--- src/rtl/audio_frame_fifo_if.sv ---
// rtl/audio_frame_fifo_if.sv - frame write/read, status and interrupt signals of audio_frame_fifo
interface audio_frame_fifo_if #(
  parameter int SAMPLE_WIDTH = 24,
  parameter int DEPTH_LOG2   = 4
);
  logic [SAMPLE_WIDTH-1:0] wr_l;
  logic [SAMPLE_WIDTH-1:0] wr_r;
  logic                    wr_valid;
  logic                    wr_full;
  logic [SAMPLE_WIDTH-1:0] rd_l;
  logic [SAMPLE_WIDTH-1:0] rd_r;
  logic                    rd_valid;
  logic                    rd_full;
  logic [DEPTH_LOG2:0]     level;
  logic                    overflow;
  logic [15:0]             underrun_cnt;
  logic                    clr_status;
  logic                    irq_low;

  modport slave (
    input  wr_l, wr_r, wr_valid, rd_full, clr_status,
    output wr_full, rd_l, rd_r, rd_valid, level, overflow, underrun_cnt, irq_low
  );

  modport master (
    output wr_l, wr_r, wr_valid, rd_full, clr_status,
    input  wr_full, rd_l, rd_r, rd_valid, level, overflow, underrun_cnt, irq_low
  );
endinterface

--- src/rtl/audio_frame_fifo.sv ---
// rtl/audio_frame_fifo.sv - stereo frame FIFO between bus audio registers and the I2S master
// Optional level-low interrupt enabled by defining AUDIO_FIFO_IRQ_LOW_EN.
module audio_frame_fifo #(
  parameter int DEPTH_LOG2    = 4,
  parameter int SAMPLE_WIDTH  = 24,
  parameter int LOW_WATERMARK = 4
) (
  input logic               clk,
  input logic               reset,
  audio_frame_fifo_if.slave bus
);
  localparam int DEPTH = 1 << DEPTH_LOG2;
  localparam int LW    = DEPTH_LOG2 + 1;
  localparam logic [LW-1:0] DEPTH_LVL = LW'(DEPTH);

  if (DEPTH_LOG2 < 2 || DEPTH_LOG2 > 8 || LOW_WATERMARK < 0 || LOW_WATERMARK >= DEPTH) begin : g_bad_param
    $error("audio_frame_fifo: DEPTH_LOG2 or LOW_WATERMARK out of range");
  end

  typedef logic [2*SAMPLE_WIDTH-1:0] frame_t;

  frame_t                  mem_q [DEPTH];
  frame_t                  rd_frame;
  logic [DEPTH_LOG2-1:0]   wr_ptr_q, wr_ptr_d;
  logic [DEPTH_LOG2-1:0]   rd_ptr_q, rd_ptr_d;
  logic [LW-1:0]           level_q, level_d;
  logic                    wr_full_q, wr_full_d;
  logic                    rd_valid_q, rd_valid_d;
  logic [SAMPLE_WIDTH-1:0] rd_l_q, rd_l_d;
  logic [SAMPLE_WIDTH-1:0] rd_r_q, rd_r_d;
  logic                    overflow_q, overflow_d;
  logic                    starved_q, starved_d;
  logic [15:0]             underrun_q, underrun_d;
  logic                    wr_accept;
  logic                    wr_drop;
  logic                    pop;
  logic                    starve_rise;

  // Pops are blocked while rd_valid is high so the I2S full flag gets a cycle to react.
  always_comb begin
    wr_accept   = bus.wr_valid && (level_q != DEPTH_LVL);
    wr_drop     = bus.wr_valid && (level_q == DEPTH_LVL);
    pop         = (level_q != '0) && !bus.rd_full && !rd_valid_q;
    rd_frame    = mem_q[rd_ptr_q];

    wr_ptr_d    = wr_accept ? wr_ptr_q + 1'b1 : wr_ptr_q;
    rd_ptr_d    = pop ? rd_ptr_q + 1'b1 : rd_ptr_q;

    level_d = level_q;
    case ({wr_accept, pop})
      2'b10:   level_d = level_q + 1'b1;
      2'b01:   level_d = level_q - 1'b1;
      default: level_d = level_q;
    endcase
    wr_full_d   = (level_d == DEPTH_LVL);

    rd_valid_d  = pop;
    rd_l_d      = pop ? rd_frame[2*SAMPLE_WIDTH-1:SAMPLE_WIDTH] : rd_l_q;
    rd_r_d      = pop ? rd_frame[SAMPLE_WIDTH-1:0] : rd_r_q;

    starved_d   = (level_q == '0) && !bus.rd_full;
    starve_rise = starved_d && !starved_q;

    // A set/increment event in the clear cycle wins over the clear.
    overflow_d = overflow_q;
    if (bus.clr_status) overflow_d = 1'b0;
    if (wr_drop)        overflow_d = 1'b1;

    underrun_d = underrun_q;
    if (bus.clr_status) underrun_d = '0;
    if (starve_rise) begin
      if (bus.clr_status)               underrun_d = 16'd1;
      else if (underrun_q != 16'hFFFF)  underrun_d = underrun_q + 16'd1;
    end
  end

  always_ff @(posedge clk) begin
    if (wr_accept) mem_q[wr_ptr_q] <= {bus.wr_l, bus.wr_r};
  end

  always_ff @(posedge clk) begin
    if (reset) begin
      wr_ptr_q   <= '0;
      rd_ptr_q   <= '0;
      level_q    <= '0;
      wr_full_q  <= 1'b0;
      rd_valid_q <= 1'b0;
      rd_l_q     <= '0;
      rd_r_q     <= '0;
      overflow_q <= 1'b0;
      starved_q  <= 1'b0;
      underrun_q <= '0;
    end else begin
      wr_ptr_q   <= wr_ptr_d;
      rd_ptr_q   <= rd_ptr_d;
      level_q    <= level_d;
      wr_full_q  <= wr_full_d;
      rd_valid_q <= rd_valid_d;
      rd_l_q     <= rd_l_d;
      rd_r_q     <= rd_r_d;
      overflow_q <= overflow_d;
      starved_q  <= starved_d;
      underrun_q <= underrun_d;
    end
  end

`ifdef AUDIO_FIFO_IRQ_LOW_EN
  localparam logic [LW-1:0] WM_LVL = LW'(LOW_WATERMARK);

  logic armed_q, armed_d;
  logic irq_low_q, irq_low_d;

  // Interrupt stays quiet until the buffer has once been filled above the watermark.
  always_comb begin
    armed_d   = armed_q || (level_d > WM_LVL);
    irq_low_d = armed_d && (level_d <= WM_LVL);
  end

  always_ff @(posedge clk) begin
    if (reset) begin
      armed_q   <= 1'b0;
      irq_low_q <= 1'b0;
    end else begin
      armed_q   <= armed_d;
      irq_low_q <= irq_low_d;
    end
  end

  assign bus.irq_low = irq_low_q;
`else
  assign bus.irq_low = 1'b0;
`endif

  assign bus.wr_full      = wr_full_q;
  assign bus.rd_l         = rd_l_q;
  assign bus.rd_r         = rd_r_q;
  assign bus.rd_valid     = rd_valid_q;
  assign bus.level        = level_q;
  assign bus.overflow     = overflow_q;
  assign bus.underrun_cnt = underrun_q;
endmodule

--- src/flat_wrapper.sv ---
// flat-port wrapper written by rule: the top's interface ports become plain ports
module audio_frame_fifo_flat 
#(
  parameter int DEPTH_LOG2    = 4,
  parameter int SAMPLE_WIDTH  = 24,
  parameter int LOW_WATERMARK = 4
)
  (clk, reset, bus_wr_l, bus_wr_r, bus_wr_valid, bus_rd_full, bus_clr_status, bus_wr_full, bus_rd_l, bus_rd_r, bus_rd_valid, bus_level, bus_overflow, bus_underrun_cnt, bus_irq_low);
  audio_frame_fifo_if #(.SAMPLE_WIDTH(SAMPLE_WIDTH), .DEPTH_LOG2(DEPTH_LOG2)) bus_i ();
  input logic clk;
  input logic reset;
  input wire logic [$bits(bus_i.wr_l)-1:0] bus_wr_l;
  input wire logic [$bits(bus_i.wr_r)-1:0] bus_wr_r;
  input wire logic [$bits(bus_i.wr_valid)-1:0] bus_wr_valid;
  input wire logic [$bits(bus_i.rd_full)-1:0] bus_rd_full;
  input wire logic [$bits(bus_i.clr_status)-1:0] bus_clr_status;
  output wire logic [$bits(bus_i.wr_full)-1:0] bus_wr_full;
  output wire logic [$bits(bus_i.rd_l)-1:0] bus_rd_l;
  output wire logic [$bits(bus_i.rd_r)-1:0] bus_rd_r;
  output wire logic [$bits(bus_i.rd_valid)-1:0] bus_rd_valid;
  output wire logic [$bits(bus_i.level)-1:0] bus_level;
  output wire logic [$bits(bus_i.overflow)-1:0] bus_overflow;
  output wire logic [$bits(bus_i.underrun_cnt)-1:0] bus_underrun_cnt;
  output wire logic [$bits(bus_i.irq_low)-1:0] bus_irq_low;
  assign bus_i.wr_l = bus_wr_l;
  assign bus_i.wr_r = bus_wr_r;
  assign bus_i.wr_valid = bus_wr_valid;
  assign bus_i.rd_full = bus_rd_full;
  assign bus_i.clr_status = bus_clr_status;
  assign bus_wr_full = bus_i.wr_full;
  assign bus_rd_l = bus_i.rd_l;
  assign bus_rd_r = bus_i.rd_r;
  assign bus_rd_valid = bus_i.rd_valid;
  assign bus_level = bus_i.level;
  assign bus_overflow = bus_i.overflow;
  assign bus_underrun_cnt = bus_i.underrun_cnt;
  assign bus_irq_low = bus_i.irq_low;
  audio_frame_fifo #(.DEPTH_LOG2(DEPTH_LOG2), .SAMPLE_WIDTH(SAMPLE_WIDTH), .LOW_WATERMARK(LOW_WATERMARK)) u_core (.clk(clk), .reset(reset), .bus(bus_i));
endmodule
--- config.mk ---
export PLATFORM = sky130hd
export DESIGN_NAME = audio_frame_fifo_flat
export DESIGN_NICKNAME = d
export VERILOG_FILES = /design/src/rtl/audio_frame_fifo_if.sv /design/src/rtl/audio_frame_fifo.sv /design/src/flat_wrapper.sv
export SDC_FILE = /design/constraint.sdc
export NUM_CORES = 1
export LEC_CHECK = 0
export ABC_AREA = 0
export CAP_MARGIN = 0
export CORE_UTILIZATION = 50
export DETAILED_ROUTE_END_ITERATION = 12
export GPL_TIMING_DRIVEN = 0
export PLACE_DENSITY = 0.68
export SLEW_MARGIN = 30
export SYNTH_ARGS = -nofsm -noshare
export SYNTH_HDL_FRONTEND = slang
export SYNTH_SLANG_ARGS = --single-unit
--- constraint.sdc ---
create_clock -name clk -period 9.52 [get_ports clk]
set_clock_uncertainty 0.1 [all_clocks]
set_input_delay 0.952 -clock clk [delete_from_list [all_inputs] [get_ports clk]]
set_output_delay 0.952 -clock clk [all_outputs]
set_load 0.005 [all_outputs]
Word level (Yosys, flattened, before mapping). Memories as Yosys holds them, arrays and structs flattened. A register that Yosys moved wholly into a read port is not among the register bits. Index checks and enable logic that the tools add are counted. Widths: inputs -> output; s select.

Bitwise logic cells: 0. Magnitude comparators: 0. Shift-type cells: 0. Muxes and demuxes: 9. Equal/unequal tests: 6. Div/mod/pow operators: 0. Multipliers: 0. $add $sub $neg: 5. Reductions and logical operators: 12.

Operators by type and width (count): $mux 16 (4); $add 16x1->16 const B (1); $ne 16x16->1 const B (1); $eq 5x5->1 const B (2); $pmux 5 s2 (1); $add 4x1->4 const B (2); $logic_and 1x1->1 (6); $add 5x1->5 const B (1); $logic_not 5->1 (1); $ne 5x5->1 const B (1); $reduce_bool 5->1 (1); $sub 5x1->5 const B (1); $mux 1 (4); $logic_not 1->1 (3); $eq 2x1->1 const B (1); $eq 2x2->1 const B (1); $reduce_bool 2->1 (1).

Memories: 1. Bits in latches: 0. Memory bits (read-only): 0. Bits in writable memories: 768. Word-level logic and storage cells: 41. Register bits: 33. Output and inout port bits: 73. Bits of input ports: 53.

Memory list: u_core.mem_q (depth 16, width 48, read ports 1, clocked after memory_dff 1, write ports 1, line audio_frame_fifo.sv:22) `frame_t mem_q [DEPTH];`.

Longest topological paths before layout. Gate-level depths: netlist of run 1.

Depth in word-level cells: 6. Mapped depth: 12. Mapped depth without buffers: 9.

Worst setup path after synthesis of run 1. Ideal clock, no wire load.

Kind: input to register. Start point: input port bus_wr_valid. End point: memory u_core.mem_q[3][0] (netlist name), enable pin. Arrival: 4910 ps. Buffers on the path: 0. Stages: 3. Setup slack: 3997 ps. Data required time: 8907 ps. Library setup time: 513 ps. Cell sequence: a21boi_1 > nand2_1 > nor3_1.

Word-level cells in the longest chain between the ends: 3.

RTL lines: start, declared (line flat_wrapper.sv:14) `input wire logic [$bits(bus_i.wr_valid)-1:0] bus_wr_valid;`; $logic_and 1x1->1 (line audio_frame_fifo.sv:41) `wr_accept = bus.wr_valid && (level_q != DEPTH_LVL);`; $mux 1 (line audio_frame_fifo.sv:78) `if (wr_accept) mem_q[wr_ptr_q] <= {bus.wr_l, bus.wr_r};`; $mux 1 (implied by the code) (line audio_frame_fifo.sv:78); end, declared (line audio_frame_fifo.sv:22).

No other way between the ends.

Worst setup path in the final report of run 1.
Start point: register u_core.level_q[2] (netlist: u_core.bus.level[2]). End point: memory u_core.mem_q[2][8] (netlist name), enable pin.

Word-level cells in the longest chain between the ends: 4.

RTL lines: start, declared (line audio_frame_fifo.sv:26) `logic [LW-1:0] level_q, level_d;`; start signal, assigned (line audio_frame_fifo.sv:96) `level_q <= level_d;`; $ne 5x5->1 (line audio_frame_fifo.sv:41); $logic_and 1x1->1 (line audio_frame_fifo.sv:41); $mux 1 (line audio_frame_fifo.sv:78); $mux 1 (implied by the code) (line audio_frame_fifo.sv:78).

No other way between the ends.

==> results of run 1 <==
[metal layers]
| layer | vias up | global-route usage [%] | wire [um] |
|---|---|---|---|
| met3 | 123 | 4.66 | 5750 |
| met1 | 8760 | 31.8 | 29600 |
| met4 | 8 | 7.66 | 1770 |
| li1 | 7054 | - | - |
| met5 | - | 0 | 49 |
| met2 | 776 | 38.0 | 36900 |
[area by class of cell]
class | count | area [um^2] | share of cell area (%)
Antenna cell | 2 | 5.00 | 0.0130
Buffer | 93 | 398 | 1.03
Clock buffer | 98 | 2280 | 5.90
Clock inverter | 60 | 654 | 1.69
Inverter | 8 | 30.0 | 0.0777
Multi-Input combinational cell | 615 | 6980 | 18.1
Sequential cell | 849 | 24700 | 63.9
Tap cell | 846 | 1060 | 2.74
Timing Repair Buffer | 197 | 2560 | 6.61
[through the flow]
step | power (uW) | worst slack [ps] | util (%)
floorplan | 5280 | 4000 | -
finish | 9280 | 5780 | 61.3
CTS | 9340 | 5490 | 61.2
global route | 9600 | 5560 | 61.3
detailed placement | 5900 | 4880 | 56.6
global placement | 5840 | -1060 | 54.3
[path summary, 6_finish.rpt]
check                                        start                          endpoint  slack (ps)  cells past startpoint
setup / recovery    u_core.bus.level[2]$_SDFF_PP0_      u_core.mem_q[2][8]$_DFFE_PP_        5780                     10
hold / removal    u_core.bus.rd_l[11]$_SDFFE_PP0P_  u_core.bus.rd_l[11]$_SDFFE_PP0P_         380                      2
setup reg to reg    u_core.bus.level[2]$_SDFF_PP0_      u_core.mem_q[2][8]$_DFFE_PP_        5780                     10
hold reg to reg   u_core.bus.rd_l[11]$_SDFFE_PP0P_  u_core.bus.rd_l[11]$_SDFFE_PP0P_         380                      2
[kinds of logic (layout without fill, tap and decap cells)]
family | Yosys count | count (layout) | share of synthesized area (%)
AOI/OAI and AO/OA | 218 | 218 | 4.29
and+or+nand+nor | 170 | 170 | 2.58
DFF | 849 | 849 | 77.2
adders and majority gates | 8 | 8 | 0.313
buffers and inverters | 101 | 456 | 1.32
muxes | 199 | 199 | 13.8
other | 1 | 3 | 0.0117
xor gates and xnor gates | 19 | 19 | 0.521
[sequential cells by signal, indices dropped and copies added, names as in the netlist]
| signal | cells |
|---|---|
| u_core.bus.level | 5 |
| u_core.bus.overflow | 1 |
| u_core.bus.rd_l | 24 |
| u_core.bus.rd_r | 24 |
| u_core.bus.rd_valid | 1 |
| u_core.bus.underrun_cnt | 16 |
| u_core.bus.wr_full | 1 |
| u_core.mem_q | 768 |
| u_core.rd_ptr_q | 4 |
| u_core.starved_q | 1 |
| u_core.wr_ptr_q | 4 |
[Yosys cell counts, types with 2 or more instances]
| master | count | area, um^2 |
|---|---|---|
| buf_2 | 19 | 95.1 |
| inv_1 | 8 | 30.0 |
| dfxtp_1 | 81 | 1620 |
| buf_6 | 2 | 22.5 |
| a211oi_1 | 2 | 15.0 |
| and2_1 | 5 | 31.3 |
| mux2_2 | 2 | 22.5 |
| nand4_1 | 7 | 43.8 |
| nand2_1 | 16 | 60.1 |
| and4_1 | 4 | 35.0 |
| o21ai_0 | 4 | 20.0 |
| nand3_1 | 8 | 40.0 |
| a21oi_1 | 104 | 521 |
| edfxtp_1 | 768 | 23100 |
| xor2_1 | 12 | 105 |
| nand2b_1 | 4 | 25.0 |
| nor2_1 | 94 | 353 |
| a311oi_1 | 2 | 17.5 |
| or2_2 | 2 | 12.5 |
| or3b_2 | 2 | 17.5 |
| nor3_1 | 11 | 55.1 |
| xnor2_1 | 7 | 61.3 |
| a22oi_1 | 97 | 728 |
| buf_1 | 5 | 18.8 |
| nor4_2 | 3 | 37.5 |
| mux4_2 | 192 | 4320 |
| nor2b_1 | 3 | 18.8 |
| mux2i_1 | 5 | 50.1 |
| and3_1 | 2 | 12.5 |
| ha_1 | 8 | 100 |
| clkbuf_1 | 66 | 248 |
[worst max-delay path, delay by kind of cell (launching register included)]
family,cells,cell delay [ps]
AO/OA/AOI/OAI,1,580
buffers and inverters,6,1250
flip-flops,1,330
AND/OR/NAND/NOR,3,1190
[power breakdown]
group          switching (uW)  internal, uW
registers                80.8          4230
clock network            1400          2050
logic                     815           698
==> summary by stage, run 1 <==
Power
The standby leakage power is 0.0122 uW. The largest vdd supply drop is about 140 uV. The power density over cell area is 240 nW/um^2.

Timing
Of the available clock period, the critical path in the final layout requires roughly two fifths. In this run the tightest slew margin relative to its limit is 34.4%. Across all hold checks on the routed design, the worst slack comes to 385 ps. The shortest clock period the worst path allows after layout is about 3700 ps. The fmax is 0.267 GHz. The setup TNS after final layout is 0 ps. For the pin with the worst max-slew slack, the measured transition is 985 ps. The number of slew-limit violations in the final report came to 0. The final count of hold timing violations came to 0. Setup violations remaining at the end of the flow were counted as 0. Setup repair after global routing left no endpoint under its margin.

Yosys
Yosys printed 0 warnings. The cell area after synthesis is ~32,000 um^2. After synthesis, the share of flip-flops with an asynchronous set or reset is 0%. The most used flip-flop cell after synthesis is edfxtp_1.

Of the synthesized area, sequential elements account for between 70% and 80%. Each instance of the synthesized netlist takes up on average 20.4 um^2. The number of unique standard cell types used by synthesis is 51. The register bit total from synthesis is 849. The post-synthesis instance total is 1,565.

Synthesis produced a netlist with a net count of 1,626. The number of enable flip-flop cells after synthesis is 768.

Worst setup path
The sort of element at the start of the critical path is a flip-flop. The capturing element type of the critical path is a flip-flop. The data arrival time of the critical path is 3980 ps.

The cell with the largest stage delay on the worst path is a21boi_2. The critical path is of the reg2reg type. In this design, the stage delay of the slowest critical-path cell is 580 ps. The critical path's most frequent cell is buf_4.

Walking the worst path, the cells encountered are clkbuf_1 -> nor4_1 -> a21boi_2 -> nand2_1 -> nor3_2 -> buf_4 -> buf_4 -> buf_4 -> buf_4 -> buf_6. In this run the worst path has a maximum fanout of 9. The required time of the critical path is 9760 ps.

GRT
The total global routing track utilization is 23.3%. Entering global routing, the biggest net connects 18 pins. The initial antenna violation count was 5.

The total congestion overflow is 0. The first global-routing pass estimated 109,000 um of wire. The via count of the first global-routing pass is 16,900.

Run status
The run finished with clean final reports.

Clock network
The number of resized instances in the post-cts repair step is 0. Counting along the longest clock path gives a buffer depth of 3. Clock-pin slew was measured on the worst setup and hold paths at 60 ps. The tree is rooted in a clkbuf_16.

At the later pin of the worst-skew pair, clock insertion delay measures 630 ps. Buffers inserted to repair hold after CTS numbered 0. The number of H-tree branching levels is 3. The number of setup buffers added after CTS is 0. The number of clock sinks seen by CTS is 849. TritonCTS built the clock tree. The number of buffers created by CTS is 85.

Die
In this run the count of I/O pins placed on the die edge is 126. For this configuration, the core starts out at a cell density of between 50% and 60%. The width of the chip is 255 um.

The area of the die is 65,000 um^2. The vertical extent of the die is 255 um. The region available for standard cell placement spans 63,100 um^2. The standard-cell row count is 92.

Min path
The worst min-delay path category is reg2reg.

Detailed routing
For this run, design rule violations remaining after detail routing come to 0. The routed design has 74,000 um of wire. Before antenna repair, the detailed router went through 7 iterations. The routed via count is 16,700. The starting DRC count in detailed routing is 1,862. The detail-routed net length per standard cell is 26.7 um. The remaining number of nets flagged by the antenna check after routing is 0. Dividing the detail-routed via count by the number of cells gives 6.04.

Placement
The congestion estimate from routability-driven global placement came to 0.793. The HPWL after detailed placement is slightly below 50,000 um. The number of placed instances, taps included, is 2,608. Once placement finished, the instance area stood at 35,700 um^2. The count of buffers from port buffering is 124.

Cells and area
Excluding fillers, the count of instances in the completed layout stands at around 2,800. The number of nets in the final layout is between 1,500 and 2,000. The fraction of final layout cells sized beyond drive strength 1 is around 24%.

The area growth from synthesis to layout is 20.9%. The final instance area is 38,600 um^2. Leaving out fill and tap cells, the most frequent cells in the layout are edfxtp_1, mux4_2, clkdlybuf4s50_1. After filler insertion, the fill cell instance count of the layout stands at 4,388. The library cell used most frequently in the layout, excluding fill and tap cells, is edfxtp_1.

Flow run
The count of maximum capacitance violations is 0.
(Power assumes the default switching activity.)
==> inputs of run 2 (changes only) <==
--- a/config.mk
+++ b/config.mk
@@ -10,7 +10,7 @@
 export CORE_UTILIZATION = 50
 export DETAILED_ROUTE_END_ITERATION = 12
 export GPL_TIMING_DRIVEN = 0
-export PLACE_DENSITY = 0.68
+export PLACE_DENSITY = 0.7
 export SLEW_MARGIN = 30
 export SYNTH_ARGS = -nofsm -noshare
 export SYNTH_HDL_FRONTEND = slang
==> constraint.sdc (replaced) <==
create_clock -name clk -period 3.4 [get_ports clk]
set_clock_uncertainty 0.1 [all_clocks]
set_input_delay 0.34 -clock clk [delete_from_list [all_inputs] [get_ports clk]]
set_output_delay 0.34 -clock clk [all_outputs]
set_load 0.005 [all_outputs]
==> run 2 against run 1 <==
  * Sequential power rose to 2.8 times the previous value
  * Maximum frequency up 11%
  * Critical path depth down 2
  * Non-clock buffer count down 6
  * Sequential share of layout area up 0.22 points
  * Cell area down 0.33%
  * Sequential cell count unchanged
  * Highest routed layer unchanged
==> summary by stage, run 2 (same netlist as run 1, synthesis figures left out) <==
Run status
Run status: complete, no violations (unchanged).

Clock network
The clock latency on the worst-skew pair is 630 ps (about the same). The post-CTS clock slew at the launch and capture registers of the worst setup and hold paths came to 70 ps (was 60 ps). The number of H-tree branching levels is 3 (unchanged). The maximum clock insertion buffer count is 3 (unchanged). The number of buffers created by CTS is 85 (unchanged). The CTS tree is done (unchanged). The master cell of the clock root buffer is clkbuf_16 (unchanged). The number of clock sinks seen by CTS is 849 (unchanged).

GRT
The total congestion overflow was 0 (unchanged). The via count of the first global-routing pass was 17,200 (was 16,900). The initial antenna violation count is 5 (unchanged). The total global routing track utilization is 23.8% (was 23.3%). The pin count of the biggest net entering global routing was 19 (was 18). The global-route wire length before repair is 111,000 um (was 109,000 um).

Die
The standard-cell row count is 92 (unchanged). The initial cell density of the core is 50.7% (unchanged). The width of the chip was 255 um (unchanged). The top-level I/O count is 126 (unchanged). The vertical extent of the die is 255 um (unchanged).

The area of the core is 63,100 um^2 (unchanged). The area of the die is 65,000 um^2 (unchanged).

Timing
The final worst-path cycle share was 98.9% (was 39.3%). The final worst slack is 39.1 ps (was 5780 ps). The remaining max-slew budget at the tightest pin is 31.2% (was 34.4%). The setup TNS after final layout is 0 ps (unchanged). The final count of hold timing violations was 0 (unchanged). The fmax came to 0.298 GHz (was 0.267 GHz).

The number of slew-limit violations in the final report is 0 (unchanged). The final setup violation count is 0 (unchanged). The slew at the pin with the worst max-slew slack is 1030 ps (was 985 ps).

The shortest clock period the worst path allows after layout is 3360 ps (was 3740 ps).

Power
The power density over cell area was 667 nW/um^2 (was 240 nW/um^2). The largest vdd supply drop was 367 uV (was 135 uV). The standby leakage power is 0.0121 uW (was 0.0122 uW).

Worst setup path
Cell chain of the critical path: clkbuf_1 -> clkdlybuf4s15_1 -> clkbuf_1 -> mux4_2 -> a22oi_1 -> a21oi_1 -> a21oi_1 -> nor2_1 (was clkbuf_1 -> nor4_1 -> a21boi_2 -> nand2_1 -> nor3_2 -> buf_4 -> buf_4 -> buf_4 -> buf_4 -> buf_6). The endpoint of the lowest-slack register-to-register path is u_core.bus.rd_r[3]$_SDFFE_PP0P_ (was u_core.mem_q[2][8]$_DFFE_PP_). The capturing element type of the critical path is a flip-flop (unchanged).

The reg2reg setup slack is 40 ps (was 5780 ps). The data arrival time of the critical path is 3730 ps (was 3980 ps). The launch instance of the worst register-to-register path is u_core.rd_ptr_q[1]$_SDFFE_PP0P_ (was u_core.bus.level[2]$_SDFF_PP0_). The logic depth of the worst register-to-register path is 8 (was 10). The sort of element at the start of the critical path was a flip-flop (unchanged). The class of the most critical setup path is reg2reg (unchanged).

The worst setup path startpoint is u_core.rd_ptr_q[1]$_SDFFE_PP0P_ (was u_core.bus.level[2]$_SDFF_PP0_). The largest stage delay on the critical path is 760 ps (was 580 ps). The cell with the largest stage delay on the worst path is clkdlybuf4s15_1 (was a21boi_2). The required time of the critical path is 3770 ps (was 9760 ps).

The highest fanout seen on the critical path is 10 (was 9).

Cells and area
The flip-flop count of the largest register, all copies and words added came to 768 (unchanged). The number of inserted filler cells in the final layout is 4,361 (was 4,388). The number of nets in the final layout is 1,904 (was 1,910).

The final cell utilization of the core is 61.1% (was 61.3%). The fraction of final layout cells sized beyond drive strength 1 is 24.0% (was 24.3%). The register with the most flip-flops was u_core.mem_q (unchanged). The area growth from synthesis to layout came to 20.5% (was 20.9%).

Most used cells in the layout excluding fill and tap cells: edfxtp_1, mux4_2, clkdlybuf4s50_1 (unchanged). The leading cell type in the layout, fill and taps excluded is edfxtp_1 (unchanged).

Min path
The worst min-delay path category is in2reg (was reg2reg). The number of cells on the worst hold path is 4 (was 2). The hold path startpoint is bus_clr_status (was u_core.bus.rd_l[11]$_SDFFE_PP0P_). The endpoint of the worst hold path is u_core.bus.overflow$_SDFFE_PP0P_ (was u_core.bus.rd_l[11]$_SDFFE_PP0P_).

Placement
The final estimated routing congestion in global placement is 0.787 (was 0.793). The pre-CTS setup slack is -458 ps (was 4880 ps). The count of buffers from port buffering is 124 (unchanged).

The HPWL after detailed placement is 47,600 um (was 48,000 um).

Detailed routing
The detail-routed net length per standard cell is 27.5 um (was 26.7 um). The routed via count is 16,900 (was 16,700). The mean number of vias per cell is 6.11 (was 6.04). The total routed wirelength is 75,800 um (was 74,000 um).

The number of iterations in the first detailed-routing pass came to 6 (was 7). The DRC violation count after routing is 0 (unchanged). The starting DRC count in detailed routing came to 2,049 (was 1,862). The remaining number of nets flagged by the antenna check after routing was 0 (unchanged).

Flow run
The count of maximum capacitance violations is 0 (unchanged).
run 2: cell count changes in the layout (fill, tap and decap cells not counted), moves of 5 or more:
cell / change
buf_4: -21
buf_8: +17
clkbuf_2: +9
clkinvlp_4: -8
buf_16: -7
buf_6: +6
bufinv_16: -5
clkinv_2: -5
run 2: report_power, final:
group          internal, uW  total (uW)  switching (uW)
clock network          5410        9230            3820
logic                  2030        4360            2330
registers             11900       12100             244
run 2: final cells by class:
cell class	instances	area [um^2]	share of cell area [%]
Timing Repair Buffer	192	2530	6.56
Buffer	92	418	1.08
Tap cell	846	1060	2.75
Inverter	8	30.0	0.0780
Clock buffer	116	2370	6.14
Multi-Input combinational cell	615	7050	18.3
Antenna cell	1	2.50	0.00650
Clock inverter	39	383	0.994
Sequential cell	849	24700	64.1
run 2: worst max-delay path by stage:
stage                                                 end  cells past startpoint  slack, ps
after CTS                   u_core.bus.wr_full$_SDFF_PP0_                     11         20
after global routing      u_core.bus.rd_r[6]$_SDFFE_PP0P_                      8        -40
after floorplan             u_core.mem_q[15][0]$_DFFE_PP_                      5       -600
after global placement     u_core.mem_q[11][17]$_DFFE_PP_                      4      -3720
final                     u_core.bus.rd_r[3]$_SDFFE_PP0P_                      8         40
after detailed placement    u_core.bus.wr_full$_SDFF_PP0_                     11       -460
run 2: what timing repair did:
action                                  CTS  global route
pin swaps                                 1             2
hold endpoints to repair                  0             0
hold buffers                              0             0
buffers inserted                          1             7
gates resized for setup                   5            30
endpoints found under the setup margin  478            51
run 2: routing by layer:
layer | part of all wire [%] | vias to the layer above | global-route usage (%)
li1 | - | 7033 | -
met2 | 50 | 872 | 38.8
met5 | 0.082 | - | 0
met1 | 39 | 8797 | 32.2
met4 | 2.8 | 8 | 8.91
met3 | 8.5 | 149 | 4.53
run 2: critical path: cells and delay by family (launching register included):
family,cells,cell delay [ps]
compound gates,3,540
buf+inv,3,1730
flops,1,350
mux,1,400
simple gates,1,60
run 2: stage by stage:
step / instance area, um^2 / std cells / total power, uW / hold WS (ps)
floorplan: 32000 / 1565 / 14800 / 339
global placement: 34300 / 2535 / 16300 / 368
detailed placement: 35600 / 2595 / 16500 / 380
CTS: 38400 / 2751 / 25700 / 325
global route: 38500 / 2758 / 26500 / 397
finish: 38500 / 2758 / 25700 / 367
